===== config.mk =====
export PLATFORM = sky130hd
export DESIGN_NAME = alu_seq
export DESIGN_NICKNAME = d
export VERILOG_FILES = /design/src/rtl/alu_seq_pkg.sv /design/src/rtl/alu_slice.sv /design/src/rtl/alu_seq.sv
export SDC_FILE = /design/constraint.sdc
export NUM_CORES = 1
export LEC_CHECK = 0
export CORE_UTILIZATION = 25
export CTS_BUF_LIST = sky130_fd_sc_hd__clkbuf_4 sky130_fd_sc_hd__clkbuf_8
export CTS_CLUSTER_SIZE = 40
export DETAILED_ROUTE_END_ITERATION = 10
export HOLD_SLACK_MARGIN = 0.08
export SYNTH_ARGS = -nofsm -noshare
export SYNTH_HDL_FRONTEND = slang
export SYNTH_SLANG_ARGS = --single-unit

===== constraint.sdc =====
create_clock -name CLK -period 3.7 [get_ports CLK]
set_input_delay 0.37 -clock CLK [delete_from_list [all_inputs] [get_ports CLK]]
set_output_delay 0.37 -clock CLK [all_outputs]
set_load 0.005 [all_outputs]

===== src/rtl/alu_seq_pkg.sv =====
// alu_seq_pkg: opcode, flag index and state definitions shared by the sequential ALU.
package alu_seq_pkg;
  typedef enum logic [3:0] {
    OP_ADD, OP_ADC, OP_SUB, OP_SBC, OP_AND, OP_XOR, OP_OR, OP_CP,
    OP_RLC, OP_RRC, OP_RL, OP_RR, OP_SLA, OP_SRA, OP_SRL, OP_SWAP
  } op_t;
  localparam int FZ = 3;
  localparam int FN = 2;
  localparam int FH = 1;
  localparam int FC = 0;
  typedef enum logic [1:0] {IDLE, LO, HI} state_t;
endpackage


===== src/rtl/alu_slice.sv =====
// alu_slice: combinational W-bit ALU slice; cin is the carry/borrow-in or the rotate-in bit.
module alu_slice
  import alu_seq_pkg::*;
#(
  parameter int W = 8
) (
  input  op_t          op,
  input  logic [W-1:0] a,
  input  logic [W-1:0] b,
  input  logic         cin,
  output logic [W-1:0] r,
  output logic         cout,
  output logic         hout
);
  localparam int H = W / 2;
  logic [W:0] sum, dif;
  logic [H:0] hsum, hdif;
  always_comb begin
    sum  = {1'b0, a} + {1'b0, b} + {{W{1'b0}}, cin};
    dif  = {1'b0, a} - {1'b0, b} - {{W{1'b0}}, cin};
    hsum = {1'b0, a[H-1:0]} + {1'b0, b[H-1:0]} + {{H{1'b0}}, cin};
    hdif = {1'b0, a[H-1:0]} - {1'b0, b[H-1:0]} - {{H{1'b0}}, cin};
    r    = sum[W-1:0];
    cout = sum[W];
    hout = hsum[H];
    case (op)
      OP_SUB, OP_SBC, OP_CP: {r, cout, hout} = {dif[W-1:0], dif[W], hdif[H]};
      OP_AND:  {r, cout, hout} = {a & b, 2'b01};
      OP_XOR:  {r, cout, hout} = {a ^ b, 2'b00};
      OP_OR:   {r, cout, hout} = {a | b, 2'b00};
      OP_RLC:  {r, cout, hout} = {a[W-2:0], a[W-1], a[W-1], 1'b0};
      OP_RRC:  {r, cout, hout} = {a[0], a[W-1:1], a[0], 1'b0};
      OP_RL:   {r, cout, hout} = {a[W-2:0], cin, a[W-1], 1'b0};
      OP_RR:   {r, cout, hout} = {cin, a[W-1:1], a[0], 1'b0};
      OP_SLA:  {r, cout, hout} = {a[W-2:0], 1'b0, a[W-1], 1'b0};
      OP_SRA:  {r, cout, hout} = {a[W-1], a[W-1:1], a[0], 1'b0};
      OP_SRL:  {r, cout, hout} = {1'b0, a[W-1:1], a[0], 1'b0};
      OP_SWAP: {r, cout, hout} = {a[H-1:0], a[W-1:H], 2'b00};
      default: ;
    endcase
  end
endmodule


===== src/rtl/alu_seq.sv =====
// alu_seq: sequential SM83-style ALU; wide ops run low then high slice through one shared alu_slice.
module alu_seq
  import alu_seq_pkg::*;
#(
  parameter int W       = 8,
  parameter bit WIDE_EN = 1'b1
) (
  input  logic           CLK,
  input  logic           nRESET,
  input  logic           Start,
  input  logic [3:0]     Op,
  input  logic           Wide,
  input  logic [2*W-1:0] A,
  input  logic [2*W-1:0] B,
  input  logic [3:0]     FlagsIn,
  output logic           Busy,
  output logic           Done,
  output logic [2*W-1:0] Res,
  output logic [3:0]     FlagsOut
);
  state_t state;
  op_t op;
  logic wide, c, lo_c, cin, cout, hout, sub, unused_flags;
  logic [2*W-1:0] opa, opb;
  logic [W-1:0] lo, sa, sb, r;
  assign unused_flags = ^FlagsIn[3:1];
  assign Busy = state != IDLE;
  assign sa   = state == HI ? opa[2*W-1:W] : opa[W-1:0];
  assign sb   = state == HI ? opb[2*W-1:W] : opb[W-1:0];
  assign sub  = op == OP_SUB || op == OP_SBC || op == OP_CP;
  // Low slice takes the flag carry only for ops that consume it; high slice chains the low carry.
  assign cin  = state == HI ? lo_c : c & (op == OP_ADC || op == OP_SBC || op == OP_RL || op == OP_RR);
  alu_slice #(.W(W)) slice (.op(op), .a(sa), .b(sb), .cin(cin), .r(r), .cout(cout), .hout(hout));
  always_ff @(posedge CLK or negedge nRESET)
    if (!nRESET) begin
      state    <= IDLE;
      op       <= OP_ADD;
      wide     <= 1'b0;
      c        <= 1'b0;
      lo_c     <= 1'b0;
      opa      <= '0;
      opb      <= '0;
      lo       <= '0;
      Done     <= 1'b0;
      Res      <= '0;
      FlagsOut <= '0;
    end else begin
      Done <= 1'b0;
      case (state)
        IDLE: if (Start) begin
          state <= LO;
          op    <= op_t'(Op);
          wide  <= WIDE_EN & Wide & ~Op[3];
          opa   <= A;
          opb   <= B;
          c     <= FlagsIn[FC];
        end
        LO: if (wide) begin
          lo    <= r;
          lo_c  <= cout;
          state <= HI;
        end else begin
          Res      <= {{W{1'b0}}, op == OP_CP ? opa[W-1:0] : r};
          FlagsOut <= {r == '0, sub, hout, cout};
          Done     <= 1'b1;
          state    <= IDLE;
        end
        default: begin
          Res      <= op == OP_CP ? opa : {r, lo};
          FlagsOut <= {{r, lo} == '0, sub, hout, cout};
          Done     <= 1'b1;
          state    <= IDLE;
        end
      endcase
    end
endmodule


# After elaboration in Yosys (flattened, before gate mapping)
# Cells that the tools add are included.
[op_classes] n_eq_ne=19 bitwise=7 reduce_logical=17 mux=17 add_sub_neg=8
[op_table] cell="$pmux 8 s12" n=1
[op_table] cell="$eq 4x4->1 const B" n=8
[op_table] cell="$mux 16" n=2
[op_table] cell="$pmux 16 s2" n=1
[op_table] cell="$mux 8" n=3
[op_table] cell="$eq 4x3->1 const B" n=4
[op_table] cell="$logic_not 16->1" n=1
[op_table] cell="$reduce_or 10->1" n=1
[op_table] cell="$add 8x8->9" n=1
[op_table] cell="$add 9x1->9" n=1
[op_table] cell="$sub 8x8->9" n=1
[op_table] cell="$sub 9x1->9" n=1
[op_table] cell="$and 8x8->8" n=1
[op_table] cell="$eq 4x2->1 const B" n=2
[op_table] cell="$logic_not 8->1" n=1
[op_table] cell="$or 8x8->8" n=1
[op_table] cell="$pmux 4 s2" n=1
[op_table] cell="$reduce_or 4->1" n=2
[op_table] cell="$xor 8x8->8" n=1
[op_table] cell="$reduce_and 2->1" n=3
[op_table] cell="$reduce_or 3->1" n=2
[op_table] cell="$add 4x4->5" n=1
[op_table] cell="$add 5x1->5" n=1
[op_table] cell="$logic_or 1x1->1" n=5
[op_table] cell="17 further kinds" n=22
[totals] out_inout_bits=22 wordCells=79 register_bits=70

# Longest topological paths before layout
[depth] depth_word=11 ltp_mapped=15

# Cells and area by module
# A second synthesis with hierarchy kept.
[hier_totals] cells_unflattened=464 area_unflattened_um2=4872.2
[modules_own_cells] module="alu_seq" instances=1 cells_each=228 area_per_inst_um2=3183.1
[modules_own_cells] module="alu_slice" instances=1 cells_each=236 area_per_inst_um2=1689.1

# Least setup slack after synthesis
# OpenSTA, ideal clock, no wires.
[synth_path] path_type="flip-flop to flip-flop" from="reg state[1]" to="reg Res[13]" required_ns=3.579 stages_incl_launch_ff=15 t_arrival_ns=3.385 period_less_slack_ns=3.506 setup_time_ns=0.121 path_slack_ns=0.194 path_cell_list="dfrtp_1 -> nor2b_4 -> buf_12 -> buf_2 -> mux2_2 -> ha_1 -> inv_1 -> ha_1 -> or3_1 -> o21ai_0 -> or2_2 -> a31o_2 -> o32ai_2 -> o21ai_1 -> a22o_1"
[synth_between] elab_chain_cells=7
[synth_lines] item="from (decl)" line="alu_seq.sv:21" source="state_t state;"
[synth_lines] item="from (signal assigned)" line="alu_seq.sv:36" source="state <= IDLE;"
[synth_lines] item="from (signal assigned)" line="alu_seq.sv:51" source="state <= LO;"
[synth_lines] item="from (signal assigned)" line="alu_seq.sv:61" source="state <= HI;"
[synth_lines] item="$eq 2x2->1" line="alu_seq.sv:28, alu_seq.sv:29, alu_seq.sv:32"
[synth_lines] item="$mux 8, on equally long branches" line="alu_seq.sv:28, alu_seq.sv:29"
[synth_lines] item="$add 8x8->9 or $sub 8x8->9 (tied branches)" line="alu_slice.sv:19, alu_slice.sv:20"
[synth_lines] item="$add 9x1->9 or $sub 9x1->9 (tied branches)" line="alu_slice.sv:19, alu_slice.sv:20"
[synth_lines] item="$pmux 8 s12" line="alu_slice.sv:26" source="case (op)"
[synth_lines] item="$mux 16" line="alu_seq.sv:69" source="Res <= op == OP_CP ? opa : {r, lo};"
[synth_lines] item="$pmux 16 s2" line="alu_seq.sv:49" source="case (state)"
[synth_lines] item="to (signal assigned)" line="alu_seq.sv:63" source="Res <= {{W{1'b0}}, op == OP_CP ? opa[W-1:0] : r};"
[synth_lines] item="to (signal assigned)" line="alu_seq.sv:69"
[synth_lines] item="to (decl)" line="alu_seq.sv:18" source="output logic [2*W-1:0] Res,"
# Parallel ways exist; a longest one is shown, timed or not.
# A chain may end at the register's enable or synchronous reset.

# Final worst setup path
[layout_path] from="reg state[0]" to="reg FlagsOut[3]"
[layout_between] elab_chain_cells=8
[layout_lines] item="$eq 2x2->1" line="alu_seq.sv:28, alu_seq.sv:29, alu_seq.sv:32"
[layout_lines] item="$mux 8, on equally long branches" line="alu_seq.sv:28, alu_seq.sv:29"
[layout_lines] item="$add 8x8->9 or $sub 8x8->9 (tied branches)" line="alu_slice.sv:19, alu_slice.sv:20"
[layout_lines] item="$add 9x1->9 or $sub 9x1->9 (tied branches)" line="alu_slice.sv:19, alu_slice.sv:20"
[layout_lines] item="$pmux 8 s12" line="alu_slice.sv:26"
[layout_lines] item="$logic_not 8->1" line="alu_seq.sv:64" source="FlagsOut <= {r == '0, sub, hout, cout};"
[layout_lines] item="$mux 4" line="alu_seq.sv:58" source="LO: if (wide) begin"
[layout_lines] item="$pmux 4 s2" line="alu_seq.sv:49"
[layout_lines] item="to (signal assigned)" line="alu_seq.sv:64"
[layout_lines] item="to (signal assigned)" line="alu_seq.sv:70" source="FlagsOut <= {{r, lo} == '0, sub, hout, cout};"
[layout_lines] item="to (decl)" line="alu_seq.sv:19" source="output logic [3:0] FlagsOut"
# Parallel ways exist; a longest one is shown, timed or not. The select of a mux whose other input is x is not followed.

==> results.yml <==
timing:
  worst_pin_slew_ps: 684
  final_max_slew_viol_count: 0
  fmax_mhz: 286
  relSlewSlack_pct: 54.1
  worst_slack_ps: 198
  min_period_ps: 3500
  period_share_pct: 94.6
  final-hold-violation-count: 0
  rsz0062_at_grt: "no"
  clock_skew_ps: 12.8
  setup_viol: 0
  tns_ps: 0
drt:
  drc: 0
  drt_iter0_markers: 473
  routed_wl_um: 13600
  ant_nets: 0
  first_pass_iters: 8
  wl_per_cell_um: 17.3
  num_vias: 3993
  routed_via_density: 5.07
logic_synthesis:
  synth_compound_area_share_pct: 20.3
  ys_warn_count: 0
  seq_area_frac_synth_pct: 36.5
  yosys.area.top_type: "dfrtp_1"
  synth-edff-count: 0
  synth_cells: 483
  synthXorXnorAreaFrac_pct: 1.83
  synth-adder-area-share_pct: 8.98
  synth-seq-cells: 70
  synth_top_area_share_pct: 36.5
  synth-main-ff-cell: "dfrtp_1"
  syn-num-nets: 559
  synthMuxAreaShare_pct: 15.0
  synth_top_family_by_area: "compound AO/OA/AOI/OAI gates"
  synth-simple-area-share_pct: 12.3
  async_flop_share_pct: 100
  ys_types: 72
  synth_area_leaders: "dfrtp_1 (37%), mux2_2 (8.9%), ha_1 (7.3%), nand2_1 (3.9%), o21ai_0 (3.9%)"
  syn_area_sq_mm: 0.00479
  synth.avg_cell_area_sq_um: 9.92
run_status:
  status: "finished, final reports clean"
worst_setup_path:
  cp_max_fo: 12
  cp_data_arrival_time_ps: 3780
  critPathRequiredTime_ps: 3980
  criticalPathCategory: "reg -> reg"
  cp-start-kind: "flip-flop"
  cp-end-kind: "flip-flop"
placement:
  numPortBuffers: 62
  detailed_place_hpwl_um: 10400
  gp_congestion: 0.880
  post_dp_cell_area_sq_mm: 0.00573
  dp_slack_ps: 91.1
  dpl.cell_count: 771
clock_network:
  cts_made_buffers: 9
  cts_root_buf: "clkbuf_8"
  postCtsSetupRepairBufs: 0
  clk_path_buf_depth: 2
  clkTransAtPathRegs_ps: 80
  clk_latency_ps: 370
  cts_tree: "built"
  htreeDepth: 3
  cts_sinks: 70
pwr:
  power_leakage_nw: 2.44
  irDropWorstVdd_v: 0.000316
  power_density_mw_per_mm2: 644
floorplan:
  fp.dieH_um: 140
  start_util_pct: 25.5
  core_area_sq_mm: 0.0188
  die-area_sq_mm: 0.0197
  num_rows: 50
  die_w_um: 140
  boundaryPins: 66
grt:
  grt_first_pass_wirelength_um: 21600
  grt_pass1_vias: 3794
  gr-total-overflow: 0
  grt_start_max_net_pins: 41
  antenna_found_initial: 0
  gr-usage-all-layers_pct: 14.4
cells_and_area:
  stdcell_area_sq_mm: 0.00593
  fillers: 1976
  final_net_count: 625
  layout-drive-gt1-share_pct: 19.0
  areaGrowthSynthToFinish_pct: 23.7
  fin_cells: 787
  antenna_cells: 0
run:
  drv_cap: 0
hold_path:
  hold_class: "reg -> reg"
==> layout make-up <==
type                            count  area [sq um]  area share, %
Multi-Input combinational cell    356          2830           47.8
Sequential cell                    70          1750           29.5
Timing Repair Buffer               81           773           13.0
Tap cell                          234           293           4.94
Clock inverter                      4          25.0          0.422
Clock buffer                       11           139           2.34
Inverter                           31           116           1.96
==> through the flow <==
stage / hold WS [ps] / utilization, % / power (W)
after floorplan: 74.4 / - / 0.00250
after global placement: 462 / 30.5 / 0.00322
after detailed placement: 454 / 30.5 / 0.00324
after CTS: 495 / 31.5 / 0.00380
after global routing: 517 / 31.6 / 0.00409
final: 485 / 31.6 / 0.00382
==> critical path: stages, from the launching register on <==
cell and delay, ps:
dfrtp_1 410, nor2b_4 230, buf_12 190, mux2_2 390, ha_4 300, inv_1 70, ha_1 340, a21oi_2 220
xor2_1 200, o22ai_1 110, o32ai_1 420, buf_4 220, nand4_1 100, o31ai_2 240
==> cells by family after synthesis <==
kind of cell | Yosys count
simple gates | 120
xor+xnor | 10
fa+ha+maj | 32
compound gates | 136
flops | 70
buf+inv | 57
mux | 58
==> sequential cells by signal, summed over array words and instances (netlist names), 2 cells and up <==
register / flops
opa: 16
lo: 8
op: 4
state: 2
FlagsOut: 4
opb: 16
Res: 16
==> cells in the mapped netlist, drive strengths merged (5+ instances only) <==
master  instances
nor2b           8
o211ai          5
xnor2           5
ha             28
a22o            8
inv            30
mux2i          17
o21ai          38
dfrtp          70
nor3            6
clkbuf         16
mux2           40
buf            10
a21oi          23
o21a            7
nor4            5
nor2           21
o22ai          12
or3             5
nand2          50
o32ai           8
xor2            5
==> power breakdown <==
group,total [W],internal (W),leakage [nW],switching [W]
sequential,0.00117,0.000983,0.854,0.000190
clock,0.000557,0.000252,0.0820,0.000305
combinational,0.00209,0.000973,1.50,0.00111
total,0.00382,0.00221,2.44,0.00161
==> final timing paths <==
check / startpoint / cells past startpoint / endpoint / slack (ps)
worst max-delay path: state[0] / 13 / FlagsOut[3] / 200
worst min-delay path: FlagsOut[0] / 2 / FlagsOut[0] / 480
worst max register to register: state[0] / 13 / FlagsOut[3] / 200
worst min register to register: FlagsOut[0] / 2 / FlagsOut[0] / 480
max in group asynchronous: nRESET / 3 / opb[4] / 2120
min in group asynchronous: nRESET / 2 / FlagsOut[3] / 590
==> routing by layer <==
| layer | GRT usage [%] | wire [um] | vias up |
|---|---|---|---|
| met5 | 0 | 0 | - |
| met1 | 20.7 | 6490 | 1944 |
| met4 | 4.52 | 207 | 0 |
| met2 | 21.5 | 6150 | 149 |
| met3 | 2.94 | 807 | 16 |
| li1 | - | - | 1884 |
==> what timing repair did <==
action                                  4_1_cts  5_1_grt
gates resized for setup                       0        2
endpoints found under the setup margin        0        4
hold endpoints to repair                     30        0
hold buffers                                  1        0
==> placed cells by master (no fill, tap or decap), drive strengths merged, types with 6 or more instances in the layout <==
cell           instances
nand2                 50
dfrtp                 70
o22ai                 12
nor3                   6
o21a                   7
clkdlybuf4s50         61
nor2                  21
o32ai                  8
clkbuf                11
a22o                   8
buf                   19
nor2b                  8
o21ai                 38
mux2                  40
a21oi                 23
ha                    28
mux2i                 17
inv                   30
(Power assumes the default switching activity.)
==> RTL edit 1, RTL diff (same settings) <==
Encoding of `state_t`: now one-hot (3 bits for 3 states).
--- a/src/rtl/alu_seq_pkg.sv
+++ b/src/rtl/alu_seq_pkg.sv
@@ -10,3 +10,3 @@
   localparam int FC = 0;
-  typedef enum logic [1:0] {IDLE, LO, HI} state_t;
+  typedef enum logic [2:0] {IDLE = 3'b001, LO = 3'b010, HI = 3'b100} state_t;
 endpackage
Formal check against the unedited RTL: no difference found for any inputs over 4 cycles, from zero or initial values and one cycle with nRESET low; so few cycles prove little.
==> RTL edit 1 against the unedited design <==
- sequential cell count rose by 1
- final area rose by 12%
- synthesized cell count rose by 12%
- clock power rose by 47%
- total power rose by 44%
- synthesized area rose by 6.2%
- routed wire length rose by 15%
- worst setup slack got worse by 0.064 ns
- critical endpoint is now lo[7]
- largest power group unchanged
- highest routed layer unchanged
==> RTL edit 1: results (changes against the unedited design) <==
critical_path:
  critPathSlowestCell: "dfstp_2"
  reg2reg_depth: 14  # +1
  r2r_slack_ns: 0.13  # -0.06 ns
  reg2reg_to: "lo[7]"
  crit_arrival_ns: 3.82  # +0.04 ns
  cp_slowest_stage_delay_ns: 0.58  # +0.16 ns
pwr:
  post-layout-total-power_mw: 5.511  # +44%
  p_leak_nw: 2.851  # +17%
  powerDensity_nw_per_um2: 828.1  # +29%
layout:
  nFillCells: 2053  # +3.9%
  fin_nets: 725  # +16%
  drive_gt1_frac: 0.2401  # +0.05019
grt:
  globalRouteMet3Util: 0.03982  # +0.01041
placement:
  dp_hpwl_um: 11710  # +12%
  place_area_um2: 6259  # +9.2%
  dp_slack_ns: -0.1582  # -0.2493 ns
synth:
  synthXorXnorAreaFrac: 0.01549  # -0.002785
  synthMuxAreaShare: 0.1421  # -0.007485
  synthCells: 542  # +12%
outcome:
  status: "finished clean"
routing:
  wl_per_cell_um: 17.13  # -1.2%
  first_pass_iters: 5  # -3
  m1WireLength_um: 7180  # +11%
sta:
  holdWs_ns: 0.1079  # -0.3771 ns
  slew_headroom: 0.3814  # -0.1594
## RTL edit 1: cell count changes after synthesis, sizes merged, moves of 5 or more
cell,change
and3,+6
clkbuf,+10
mux2i,+5
nand2,+18
nand3,+6
o21a,-7
o21ai,+13
o22ai,-9
o32ai,-7
or3,+5
## RTL edit 1: cell type report
type                       count  area share
clock buffer                  10     0.01974
clock inverter                 6     0.01748
inverter                      34     0.01918
multi-input combinational    404      0.4561
sequential                    71      0.2673
tap                          265     0.04982
timing repair buffer         129      0.1703
## RTL edit 1: worst max-delay path by stage
stage,depth (start not counted),end
floorplan,13,lo[7]
global placement,14,FlagsOut[3]
detailed placement,14,FlagsOut[3]
CTS,14,Res[6]
global route,14,lo[7]
finish,14,lo[7]
## RTL edit 1: timing repair
item                                    in CTS  in global routing
gates cloned                                 0                  1
hold buffers                                 0                  0
setup buffers                                2                  7
endpoints found under the setup margin       8                 15
gates resized for setup                      7                 16
pin swaps                                    2                  4
==> RTL edit 2, RTL diff (same settings) <==
Without the edit above. `W` is set to 8 in 2 places; all go to 4.
--- a/src/rtl/alu_slice.sv
+++ b/src/rtl/alu_slice.sv
@@ -4,3 +4,3 @@
 #(
-  parameter int W = 8
+  parameter int W = 4
 ) (
--- a/src/rtl/alu_seq.sv
+++ b/src/rtl/alu_seq.sv
@@ -4,3 +4,3 @@
 #(
-  parameter int W       = 8,
+  parameter int W       = 4,
   parameter bit WIDE_EN = 1'b1
Interface: changed (resized A, B and Res); port bits go from 66 to 42. No check against the original RTL was run, so the function may have changed too.
==> RTL edit 2 against the unedited design <==
- largest cell class unchanged
- die area is 44% lower
- synthesized area shrank 44%
- worst setup slack gained 0.033 ns
- routed wire length fell by 51%
- final area fell by 43%
- sequential cell count fell by 28
- clock power down 31%
- count of clock-buffer cells in the layout fell by 5
- clock skew down 0.0067 ns
- highest routed layer unchanged
- total power is 45% lower
==> RTL edit 2: results (changes against the unedited design) <==
outcome:
  status: "finished clean"
layout:
  reg_top3: "Res: 8 flops, opa: 8 flops, opb: 8 flops"
  fin_nets: 363  # -42%
  nFillCells: 1103  # -44%
grt:
  grt_start_max_net_pins: 43  # +4.9%
  use_met2: 0.1988  # -0.01622
  grt_use_total: 0.1285  # -0.01559
  grt_pass1_wl_um: 11160  # -48%
critical_path:
  crit_arrival_ns: 3.70  # -0.08 ns
  reg2reg_depth: 10  # -3
  r2r_slack_ns: 0.23  # +0.03 ns
  crit_family: "adder cells"
  critPathSlowestCell: "or4_4"
  cp_slowest_stage_delay_ns: 0.52  # +0.10 ns
synth:
  avgSynthCellArea_um2: 9.641  # -2.9%
  syn-num-nets: 322  # -42%
  synthTopCellsByArea: "dfrtp_1 39%, mux2_2 9.2%, ha_1 5.6%, nand2_1 5.0%, a21oi_1 3.9%"
routing:
  m1WireLength_um: 3148  # -51%
  met2_length_um: 3025  # -51%
  routed_wl_um: 6700  # -51%
  first_pass_iters: 4  # -4
clocking:
  cts_max_level: 2  # -1
  insertion_delay_ns: 0.30  # -0.07 ns
  cts_buffers: 5  # -4
sta:
  clock_skew_ns: 0.006092  # -0.006680 ns
  holdWs_ns: 0.1864  # -0.2986 ns
  slew_headroom: 0.2350  # -0.3058
pwr:
  peakVddDrop_mv: 0.1734  # -45%
  p_sw_frac: 0.3811  # -0.04034
placement:
  io_buffers: 38  # -39%
==> RTL edit 2: cell count changes in the layout (fill, tap and decap cells not counted), sizes merged, moves of 8 or more <==
cell           unedited run  this run
o21ai                    38        12
ha                       28        12
inv                      30        16
nand2                    50        36
mux2                     40        24
clkdlybuf4s50            61        37
dfrtp                    70        42
o32ai                     8         0
a22o                      8         0
==> RTL edit 2: power by group through the flow <==
stage	clock, mW	sequential, mW	combinational, mW
2_1_floorplan	0	0.677	0.642
3_3_place_gp	0	0.698	0.999
3_5_place_dp	0	0.701	1.01
4_1_cts	0.397	0.693	1.02
5_1_grt	0.418	0.712	1.13
6_report	0.384	0.689	1.01
==> RTL edit 2: area by class of cell <==
cell class	instances	area [um2]	area share
clock buffers	6	76.32	0.02272
clock inverters	2	37.54	0.01117
inverters	16	60.06	0.01788
multi-input cells	205	1506	0.4484
flip-flops and latches	42	1051	0.3128
well taps	136	170.2	0.05065
repair buffers	49	457.9	0.1363
==> RTL edit 2: metrics by stage <==
stage	setup WS (ns)	util
5_1_grt	0.02930	0.3240
4_1_cts	0.2356	0.3240
2_1_floorplan	0.2540	-
6_report	0.2309	0.3240
3_3_place_gp	0.2709	0.3130
3_5_place_dp	0.2726	0.3130
==> RTL edit 2: cells by family (layout without fill, tap and decap cells) <==
family | Yosys count | count (layout) | share of synthesized area
DFF | 42 | 42 | 0.3922
buffers and inverters | 31 | 73 | 0.04668
xor gates and xnor gates | 6 | 6 | 0.01961
and+or+nand+nor | 87 | 87 | 0.1643
adders and majority gates | 16 | 16 | 0.08590
AOI/OAI and AO/OA | 62 | 62 | 0.1410
muxes | 34 | 34 | 0.1503
